**src/rtl/hazard_fwd_unit.sv**
```systemverilog
`default_nettype none
// ---------------------------------------------------------------------------
// hazard_fwd_unit: N-stage operand forwarding, load-use detection and an
// optional mul/div scoreboard (HAZARD_MC_SCOREBOARD_EN).  Rev 1.0
// ---------------------------------------------------------------------------
module hazard_fwd_unit #(
  parameter int REG_ADDR_W = 5,
  parameter int NUM_STAGES = 2,
  parameter int MC_LAT     = 4,
  localparam int SEL_W     = $clog2(NUM_STAGES + 1)
) (
  input  logic                           clk,
  input  logic                           rst_n,
  input  logic                           id_valid,
  input  logic [REG_ADDR_W-1:0]          id_rs,
  input  logic [REG_ADDR_W-1:0]          id_rt,
  input  logic                           id_is_mc,
  input  logic [REG_ADDR_W-1:0]          ex_rs,
  input  logic [REG_ADDR_W-1:0]          ex_rt,
  input  logic                           ex_mem_read,
  input  logic [REG_ADDR_W-1:0]          ex_waddr,
  input  logic [NUM_STAGES-1:0]          stage_reg_write,
  input  logic [NUM_STAGES*REG_ADDR_W-1:0] stage_waddr,
  input  logic                           mc_start,
  input  logic [REG_ADDR_W-1:0]          mc_waddr,
  output logic [SEL_W-1:0]               alu_op_1_ctrl,
  output logic [SEL_W-1:0]               alu_op_2_ctrl,
  output logic                           stall,
  output logic                           bubble,
  output logic                           mc_busy,
  output logic                           mc_done
);

  logic [SEL_W-1:0] w_sel_1;
  logic [SEL_W-1:0] w_sel_2;
  logic             w_load_use;
  logic             w_mc_busy;
  logic             w_mc_done;
  logic             w_mc_raw;
  logic             w_mc_struct;
  logic             w_hazard;

  // Walk oldest to youngest so the youngest matching stage wins.
  always_comb begin
    w_sel_1 = '0;
    w_sel_2 = '0;
    for (int k = NUM_STAGES - 1; k >= 0; k--) begin
      if (stage_reg_write[k] && (ex_rs != '0) &&
          (stage_waddr[k*REG_ADDR_W +: REG_ADDR_W] == ex_rs))
        w_sel_1 = SEL_W'(k + 1);
      if (stage_reg_write[k] && (ex_rt != '0) &&
          (stage_waddr[k*REG_ADDR_W +: REG_ADDR_W] == ex_rt))
        w_sel_2 = SEL_W'(k + 1);
    end
  end

  assign w_load_use = id_valid && ex_mem_read && (ex_waddr != '0) &&
                      ((ex_waddr == id_rs) || (ex_waddr == id_rt));

`ifdef HAZARD_MC_SCOREBOARD_EN
  localparam int       CNT_W  = $clog2(MC_LAT);
  localparam logic [0:0] S_IDLE = 1'b0;
  localparam logic [0:0] S_BUSY = 1'b1;

  logic [0:0]            state_q, state_d;
  logic [CNT_W-1:0]      cnt_q, cnt_d;
  logic [REG_ADDR_W-1:0] dst_q, dst_d;

  always_comb begin
    state_d = state_q;
    cnt_d   = cnt_q;
    dst_d   = dst_q;
    case (state_q)
      S_IDLE: begin
        if (mc_start) begin
          state_d = S_BUSY;
          dst_d   = mc_waddr;
          cnt_d   = CNT_W'(MC_LAT - 1);
        end
      end
      S_BUSY: begin
        if (cnt_q != '0) cnt_d = cnt_q - CNT_W'(1);
        else             state_d = S_IDLE;
      end
      default: state_d = S_IDLE;
    endcase
  end

  always_ff @(posedge clk) begin
    if (!rst_n) begin
      state_q <= S_IDLE;
      cnt_q   <= '0;
      dst_q   <= '0;
    end else begin
      state_q <= state_d;
      cnt_q   <= cnt_d;
      dst_q   <= dst_d;
    end
  end

  assign w_mc_busy   = (state_q == S_BUSY);
  assign w_mc_done   = w_mc_busy && (cnt_q == '0);
  // The result is written at the end of the done cycle, so RAW holds through it.
  assign w_mc_raw    = w_mc_busy && id_valid && (dst_q != '0) &&
                       ((dst_q == id_rs) || (dst_q == id_rt));
  assign w_mc_struct = w_mc_busy && id_valid && id_is_mc;
`else
  logic unused_mc_inputs;
  assign unused_mc_inputs = ^{id_is_mc, mc_start, mc_waddr, clk};
  assign w_mc_busy   = 1'b0;
  assign w_mc_done   = 1'b0;
  assign w_mc_raw    = 1'b0;
  assign w_mc_struct = 1'b0;
`endif

  assign w_hazard = w_load_use || w_mc_raw || w_mc_struct;

  assign alu_op_1_ctrl = rst_n ? w_sel_1 : '0;
  assign alu_op_2_ctrl = rst_n ? w_sel_2 : '0;
  assign stall         = rst_n && w_hazard;
  assign bubble        = rst_n && w_hazard;
  assign mc_busy       = rst_n && w_mc_busy;
  assign mc_done       = rst_n && w_mc_done;

endmodule
`default_nettype wire
```
**config.mk**
```make
export PLATFORM = sky130hd
export DESIGN_NAME = hazard_fwd_unit
export DESIGN_NICKNAME = d
export VERILOG_FILES = /design/src/rtl/hazard_fwd_unit.sv
export SDC_FILE = /design/constraint.sdc
export NUM_CORES = 1
export LEC_CHECK = 0
export ABC_AREA = 1
export BUFFER_PORTS_ARGS = -buffer_cell sky130_fd_sc_hd__buf_2
export CORE_MARGIN = 2
export CORE_UTILIZATION = 34
export DETAILED_ROUTE_END_ITERATION = 10
export GPL_TIMING_DRIVEN = 0
export PLACE_DENSITY = 0.78
export SYNTH_ARGS = -nofsm -noshare
export SYNTH_HDL_FRONTEND = slang
export SYNTH_SLANG_ARGS = --single-unit
```
**constraint.sdc**
```tcl
create_clock -name vclk -period 0.8
set_clock_uncertainty 0.2 [all_clocks]
set_input_delay 0.08 -clock vclk [all_inputs]
set_output_delay 0.08 -clock vclk [all_outputs]
set_load 0.01 [all_outputs]
```
Word level (Yosys, flattened, before mapping)
Index checks and enable logic that the tools add are counted.
{ "classes": {"eq_ne": 6, "mux": 6, "n_reduce_logical": 16} }
{ "op_table": {"columns": ["operator", "count"], "rows": [
  ["$eq 5x5->1", 6],
  ["$reduce_bool 5->1", 3],
  ["$logic_and 1x1->1", 12],
  ["$mux 2", 6],
  ["$logic_or 1x1->1", 1]
]} }
{ "word_totals": {"output_inout_bits": 8, "regBits": 0, "input_bits": 48} }

Depth between registers and ports, before layout
Gate-level depths: netlist of the first run.
{ "depth": {"word_depth": 6, "ltp_mapped": 7} }

Worst setup path after synthesis of the first run
OpenSTA, ideal clock, no wires.
{ "synth_path": {"kind": "input -> output", "startpoint": "input port ex_waddr[3]", "endpoint": "output port stall", "path_stages": 7, "path_buffers": 1, "arrival_ns": 0.812, "path_slack_ns": -0.292, "path_cell_list": "inv_1 > nand2_1 > nand2_1 > nor2_1 > nand3_1 > a21oi_1 > buf_4"} }
{ "synth_via": {"elab_chain_cells": 4} }
{ "synth_rtl": {"columns": ["item", "line_no", "source"], "rows": [
  ["start, declared", "21", "input logic [REG_ADDR_W-1:0] ex_waddr,"],
  ["$eq 5x5->1 or $reduce_bool 5->1 (tied branches)", "58, 57", null],
  ["$logic_or 1x1->1 or $logic_and 1x1->1 (tied branches)", "58, 57", null],
  ["$logic_and 1x1->1 (*)", "57", "assign w_load_use = id_valid && ex_mem_read && (ex_waddr != '0) &&"],
  ["$logic_and 1x1->1 (*)", null, null],
  ["end, declared", "28", "output logic stall,"]
]} }
Every way passes the cells marked *; elsewhere a longest branch is shown, timed or not.

Final worst setup path of the first run
{ "layout_path": {"startpoint": "input port ex_waddr[4]", "endpoint": "output port stall"} }
{ "layout_via": {"elab_chain_cells": 4} }
{ "layout_rtl": {"columns": ["item", "line_no", "source"], "rows": [
  ["$eq 5x5->1 or $reduce_bool 5->1 (tied branches)", "58, 57", null],
  ["$logic_or 1x1->1 or $logic_and 1x1->1 (tied branches)", "58, 57", null],
  ["$logic_and 1x1->1 (*)", "57", null],
  ["$logic_and 1x1->1 (*)", "120", "assign stall = rst_n && w_hazard;"]
]} }
Marked as above.

==> flow_metrics.py, run 1 <==
metrics = {
    "outcome": {
        "run_status": "finished, violations left",
        "violations": "negative setup slack",
    },
    "flow_run": {
        "cap_viol_max_count": 0,
    },
    "place": {
        "portBuffers": 46,
        "place.detailed.hpwl_mm": 1.64,
        "routabilityCongestion": 0.873,
        "placed_cell_area_sq_um": 911,
    },
    "timing": {
        "post-route-worst-setup-slack_ns": -0.377,
        "final-max-slew-violation-count": 0,
        "finalCritPeriodShare_pct": 147,
        "timing_hold_violations_final": 0,
        "achievable-frequency_mhz": 849,
        "holdWs_ns": 0.323,
        "timing.final.crit_period_ns": 1.18,
        "unrepaired_setup_endpoints_after_global_routing": "true",
        "setup_viol": 6,
    },
    "finish": {
        "antenna_diode_count": 0,
        "fill_cells": 164,
        "final_core_utilization_pct": 63.6,
        "syn_to_final_growth_pct": 79.7,
        "num-nets-final": 230,
        "stdcell_area_sq_mm": 0.00109,
        "seqCellArea_sq_um": 0,
        "seq_cell_count": 0,
        "clkbuf_count": 0,
        "drive_gt1_share_pct": 45.6,
    },
    "pwr": {
        "leakage_nw": 0.621,
        "fin_total_pwr_w": 0.000503,
        "power.ir.vdd_worst_v": 0.000220,
        "p_per_area_mw_per_mm2": 463,
    },
    "die": {
        "start_util_pct": 35.4,
        "row_count": 15,
        "die_h_microns": 46.2,
        "i_o_pins": 56,
        "die_x_extent_microns": 46.2,
        "core_sq_mm": 0.00171,
        "dieArea_sq_mm": 0.00213,
    },
    "drt": {
        "detail-route-antenna-nets": 0,
        "drt_wl_total_mm": 2.02,
        "drtIter0Drc": 26,
        "route.vias.total": 942,
        "drt_drc_violations_left": 0,
        "route.detailed.vias_per_inst": 4.60,
        "wire_per_inst_microns": 9.85,
        "first_pass_iters": 4,
    },
    "logic_synthesis": {
        "combinational_family_with_the_most_area_after_synthesis": "simple AND/OR/NAND/NOR gates",
        "xor_xnor_fraction_of_synth_area_pct": 14.5,
        "synth-compound-area-share_pct": 7.87,
        "post_synth_instance_area_sq_um": 604,
        "syn_avg_cell_area_sq_um": 4.54,
        "synth-adder-area-share_pct": 0,
        "synth-seq-area-share_pct": 0,
        "post_synth_inst_count": 133,
        "synth_warnings": 0,
        "post_synth_and_or_nand_nor_area_fraction_pct": 57.1,
        "synth_mux_area_share_pct": 0,
        "yosys.cell_types.count": 16,
    },
    "global_routing": {
        "global_route_usage_sum_pct": 18.3,
        "gr-total-overflow": 0,
        "top_usage_layer": "met2",
        "use_met3_pct": 2.35,
        "grt_pass1_vias": 803,
        "grtUsageMet2_pct": 37.5,
        "grt_max_degree": 6,
        "antenna_found_initial": 0,
        "grt.met1_usage_pct": 20.6,
        "first_pass_grt_wire_length_mm": 2.98,
    },
    "worst_setup_path": {
        "crit_path_cell_trace": "buf_6 -> inv_2 -> nand2_1 -> nand2_1 -> nor2_1 -> nand3_1 -> a21oi_2 -> buf_4 -> buf_6",
        "cell_at_the_slowest_stage_of_the_critical_path": "sky130_fd_sc_hd__a21oi_2",
        "crit_required_ns": 0.52,
        "critPathCaptureType": "output pin",
        "cp.buffers_inverters": 4,
        "worst-setup-path-type": "primary input to output pin",
        "critical_path_at_ns": 0.90,
        "path_delay_family": "simple AND/OR/NAND/NOR gates",
        "crit_path_max_fanout": 3,
        "max_stage_delay_ns": 0.16,
        "startpoint_type_of_the_worst_setup_path": "primary input",
    },
    "min_path": {
        "min-delay-path-class": "primary input to output pin",
    },
    "cts": {
        "cts_hold_repair.buffers": 0,
    },
}
-- worst min-delay path, stage by stage --
cell and delay, ns:
sky130_fd_sc_hd__buf_2 0.10, sky130_fd_sc_hd__nand4_1 0.10, sky130_fd_sc_hd__a21oi_2 0.04, sky130_fd_sc_hd__buf_2 0.13
-- report_power, final --
| part | internal, W | leakage (nW) | total [W] | switching (W) |
|---|---|---|---|---|
| Clock | 0 | 0 | 0 | 0 |
| Combinational | 0.000250 | 0.621 | 0.000503 | 0.000252 |
| Sequential | 0 | 0 | 0 | 0 |
| Total | 0.000250 | 0.621 | 0.000503 | 0.000252 |
-- Yosys cell counts --
cell type | count | share of area [%]
sky130_fd_sc_hd__nor3_1 | 3 | 2.5
sky130_fd_sc_hd__xor2_1 | 8 | 12
sky130_fd_sc_hd__conb_1 | 1 | 0.62
sky130_fd_sc_hd__buf_4 | 3 | 3.7
sky130_fd_sc_hd__inv_2 | 2 | 1.2
sky130_fd_sc_hd__inv_1 | 24 | 15
sky130_fd_sc_hd__nor2_2 | 4 | 4.1
sky130_fd_sc_hd__nand2_2 | 2 | 2.1
sky130_fd_sc_hd__o21ai_0 | 4 | 3.3
sky130_fd_sc_hd__xnor2_1 | 2 | 2.9
sky130_fd_sc_hd__a21oi_1 | 3 | 2.5
sky130_fd_sc_hd__nand4_1 | 2 | 2.1
sky130_fd_sc_hd__nand2_1 | 42 | 26
sky130_fd_sc_hd__o22ai_1 | 2 | 2.1
sky130_fd_sc_hd__nand3_1 | 5 | 4.1
sky130_fd_sc_hd__nor2_1 | 26 | 16
-- logic make-up after synthesis --
family	after synthesis
xor gates and xnor gates	10
buffers and inverters	29
other	1
AOI/OAI and AO/OA	9
and+or+nand+nor	84
-- per-stage QoR --
stage	setup TNS (ns)	instances	setup slack, ns
6_report	-1.90	205	-0.377
5_1_grt	-2.38	205	-0.466
4_1_cts	-1.99	205	-0.394
3_5_place_dp	-2.21	205	-0.459
3_3_place_gp	-2.09	205	-0.426
2_1_floorplan	-0.552	134	-0.207
-- per-layer routing --
metal / vias up / wire length [microns]
met5: - / 0
met3: 0 / 148
met2: 46 / 1090
met4: 0 / 0
met1: 412 / 784
li1: 484 / -
-- final timing paths --
check | slack, ns | startpoint | cells after the start | end
worst max-delay path | -0.38 | ex_waddr[4] | 9 | stall
worst min-delay path | 0.32 | ex_mem_read | 4 | bubble
-- cell type report --
cell class | instances | area [sq um] | area share, %
inverter | 26 | 97.6 | 8.99
buffer | 3 | 22.5 | 2.07
tap | 25 | 31.3 | 2.88
timing repair buffer | 46 | 363 | 33.4
multi-input combinational | 105 | 572 | 52.6
-- what timing repair did --
action | CTS | global route
resized for setup | 33 | 20
cloned | 0 | 0
setup endpoints to repair | 6 | 6
pin swaps | 31 | 16
buffers inserted | 0 | 0
-- layout by cell type (no fill, tap or decap) --
| master | netlist | layout |
|---|---|---|
| sky130_fd_sc_hd__inv_1 | 24 | 17 |
| sky130_fd_sc_hd__xor2_1 | 8 | 7 |
| sky130_fd_sc_hd__o22ai_1 | 2 | 2 |
| sky130_fd_sc_hd__buf_8 | 0 | 3 |
| sky130_fd_sc_hd__inv_2 | 2 | 9 |
| sky130_fd_sc_hd__nor2_4 | 0 | 2 |
| sky130_fd_sc_hd__nand2_2 | 2 | 6 |
| sky130_fd_sc_hd__buf_4 | 3 | 4 |
| sky130_fd_sc_hd__nand3_1 | 5 | 5 |
| sky130_fd_sc_hd__a21oi_2 | 0 | 3 |
| sky130_fd_sc_hd__o21ai_0 | 4 | 1 |
| sky130_fd_sc_hd__buf_6 | 0 | 16 |
| sky130_fd_sc_hd__nor3_2 | 0 | 1 |
| sky130_fd_sc_hd__nand4_1 | 2 | 2 |
| sky130_fd_sc_hd__nor3_4 | 0 | 2 |
| sky130_fd_sc_hd__o21ai_1 | 0 | 3 |
| sky130_fd_sc_hd__xor2_2 | 0 | 1 |
| sky130_fd_sc_hd__nor2_1 | 26 | 19 |
| sky130_fd_sc_hd__nand2_1 | 42 | 38 |
| sky130_fd_sc_hd__xnor2_1 | 2 | 2 |
| sky130_fd_sc_hd__conb_1 | 1 | 2 |
| sky130_fd_sc_hd__buf_2 | 0 | 26 |
| sky130_fd_sc_hd__nor2_2 | 4 | 9 |
No activity file was read; power rests on OpenSTA's default activity.
==> inputs of run 2 (changes only) <==
Settings changed: CORE_UTILIZATION 34 to 36, PLACE_DENSITY 0.78 to 0.82.
==> flow_metrics.py, run 2 (synthesis gave the netlist of run 1 again) <==
metrics = {
    "drt": {
        "drtIter0Drc": 21,
        "route.detailed.vias_per_inst": 4.79,
        "detail-route-antenna-nets": 0,
        "route.vias.total": 944,
        "drt_wl_total_mm": 2.16,
        "first_pass_iters": 4,
        "wire_per_inst_microns": 10.9,
        "drt_drc_violations_left": 0,
    },
    "finish": {
        "clkbuf_count": 0,
        "seqCellArea_sq_um": 0,
        "seq_cell_count": 0,
        "syn_to_final_growth_pct": 96.9,
        "mostFrequentLayoutCell": "sky130_fd_sc_hd__nand2_1",
        "layoutNonFillerInstCount": 197,
        "stdcell_area_sq_mm": 0.00119,
        "fill_cells": 110,
        "mostFrequentLayoutCells": "sky130_fd_sc_hd__nand2_1, sky130_fd_sc_hd__buf_6, sky130_fd_sc_hd__buf_2",
        "drive_gt1_share_pct": 56.9,
        "antenna_diode_count": 0,
        "final_core_utilization_pct": 77.2,
        "num-nets-final": 231,
    },
    "pwr": {
        "power.ir.vdd_worst_v": 0.000271,
        "leakage_nw": 0.644,
        "internal_power_w": 0.000290,
        "p_sw_w": 0.000279,
        "p_per_area_mw_per_mm2": 478,
        "combPwrFrac_pct": 100.0,
        "sequentialPowerShare_pct": 0,
        "power.switching_fraction_pct": 49.1,
        "clockPowerShare_pct": 0,
    },
    "worst_setup_path": {
        "cell_at_the_slowest_stage_of_the_critical_path": "sky130_fd_sc_hd__xor2_1",
        "max_stage_delay_ns": 0.15,
        "crit_path_max_fanout": 3,
        "path_delay_family": "simple AND/OR/NAND/NOR gates",
        "critical_path.most_common_cell": "sky130_fd_sc_hd__buf_2",
        "critical_path_at_ns": 0.89,
        "crit_required_ns": 0.52,
        "crit_cells": 6,
        "crit_path_cell_trace": "buf_2 -> xor2_1 -> nor2_1 -> nand3_1 -> nor2_2 -> buf_2",
        "cp.buffers_inverters": 2,
        "worst-setup-path-type": "primary input to output pin",
        "startpoint_type_of_the_worst_setup_path": "primary input",
        "critPathCaptureType": "output pin",
    },
    "min_path": {
        "hold_path_depth": 4,
        "min-delay-path-class": "primary input to output pin",
    },
    "die": {
        "dieArea_sq_mm": 0.00202,
        "start_util_pct": 39.2,
        "i_o_pins": 56,
        "die_h_microns": 45.0,
        "row_count": 14,
        "core_sq_mm": 0.00154,
        "die_x_extent_microns": 45.0,
    },
    "global_routing": {
        "gr-total-overflow": 0,
        "first_pass_grt_wire_length_mm": 3.11,
        "grt_pass1_vias": 819,
        "grt_max_degree": 6,
        "antenna_found_initial": 0,
        "global_route_usage_sum_pct": 19.5,
    },
    "timing": {
        "setup_viol": 6,
        "fin_tns_setup_ns": -1.94,
        "timing_hold_violations_final": 0,
        "post-route-worst-setup-slack_ns": -0.368,
        "timing.final.crit_period_ns": 1.17,
        "unrepaired_setup_endpoints_after_global_routing": "true",
        "final-max-slew-violation-count": 0,
        "finalCritPeriodShare_pct": 146,
        "achievable-frequency_mhz": 856,
    },
    "place": {
        "placedCellCount": 196,
        "portBuffers": 46,
        "routabilityCongestion": 0.821,
        "placed_cell_area_sq_um": 900,
        "place.detailed.hpwl_mm": 1.60,
    },
    "outcome": {
        "violations": "negative setup slack",
        "run_status": "finished, violations left",
    },
    "flow_run": {
        "cap_viol_max_count": 0,
    },
}
## run 2: cell types whose count changed in the layout (fill, tap and decap cells not counted), sizes merged
cell,change
buf,+1
## run 2: tightest hold or removal path, delay by kind of cell
family / cells / cell delay [ns]
and+or+nand+nor: 1 / 0.09
AOI/OAI and AO/OA: 1 / 0.04
buffers and inverters: 2 / 0.22
## run 2: layout make-up
class / count / area, sq um / share of cell area (%)
tap: 16 / 20.0 / 1.68
inverter: 26 / 103 / 8.62
buffer: 3 / 22.5 / 1.89
multi-input combinational: 105 / 627 / 52.7
timing repair buffer: 47 / 418 / 35.1
## run 2: repair_timing
action | in CTS | in global routing
endpoints found under the hold margin | 0 | 0
gates resized for setup | 46 | 41
setup endpoints to repair | 6 | 6
hold buffers | 0 | 0
setup buffers | 1 | 0
pin swaps | 33 | 29
## run 2: power by group through the flow
stage / clock [W] / combinational, W / sequential, W
floorplan: 0 / 0.000224 / 0
global placement: 0 / 0.000391 / 0
CTS: 0 / 0.000486 / 0
detailed placement: 0 / 0.000400 / 0
global route: 0 / 0.000620 / 0
finish: 0 / 0.000569 / 0
## run 2: metrics by stage
stage | worst slack [ns] | total power, W | hold WS, ns
6_report | -0.368 | 0.000569 | 0.321
4_1_cts | -0.350 | 0.000486 | 0.322
2_1_floorplan | -0.207 | 0.000224 | 0.0866
3_5_place_dp | -0.422 | 0.000400 | 0.318
3_3_place_gp | -0.405 | 0.000391 | 0.324
5_1_grt | -0.426 | 0.000620 | 0.340
## run 2: path summary, 6_finish.rpt
path	from	endpoint	slack, ns
min	id_valid	bubble	0.32
max	ex_rs[2]	alu_op_1_ctrl[1]	-0.37
## run 2: metal layers
metal | vias to the layer above | share of wire, % | wire length (microns) | track usage [%]
li1 | 490 | - | - | -
met1 | 396 | 37 | 799 | 24.7
met2 | 52 | 54 | 1160 | 37.7
met3 | 6 | 6.7 | 144 | 0.400
met4 | 0 | 2.4 | 52 | 1.76
met5 | - | 0 | 0 | 0
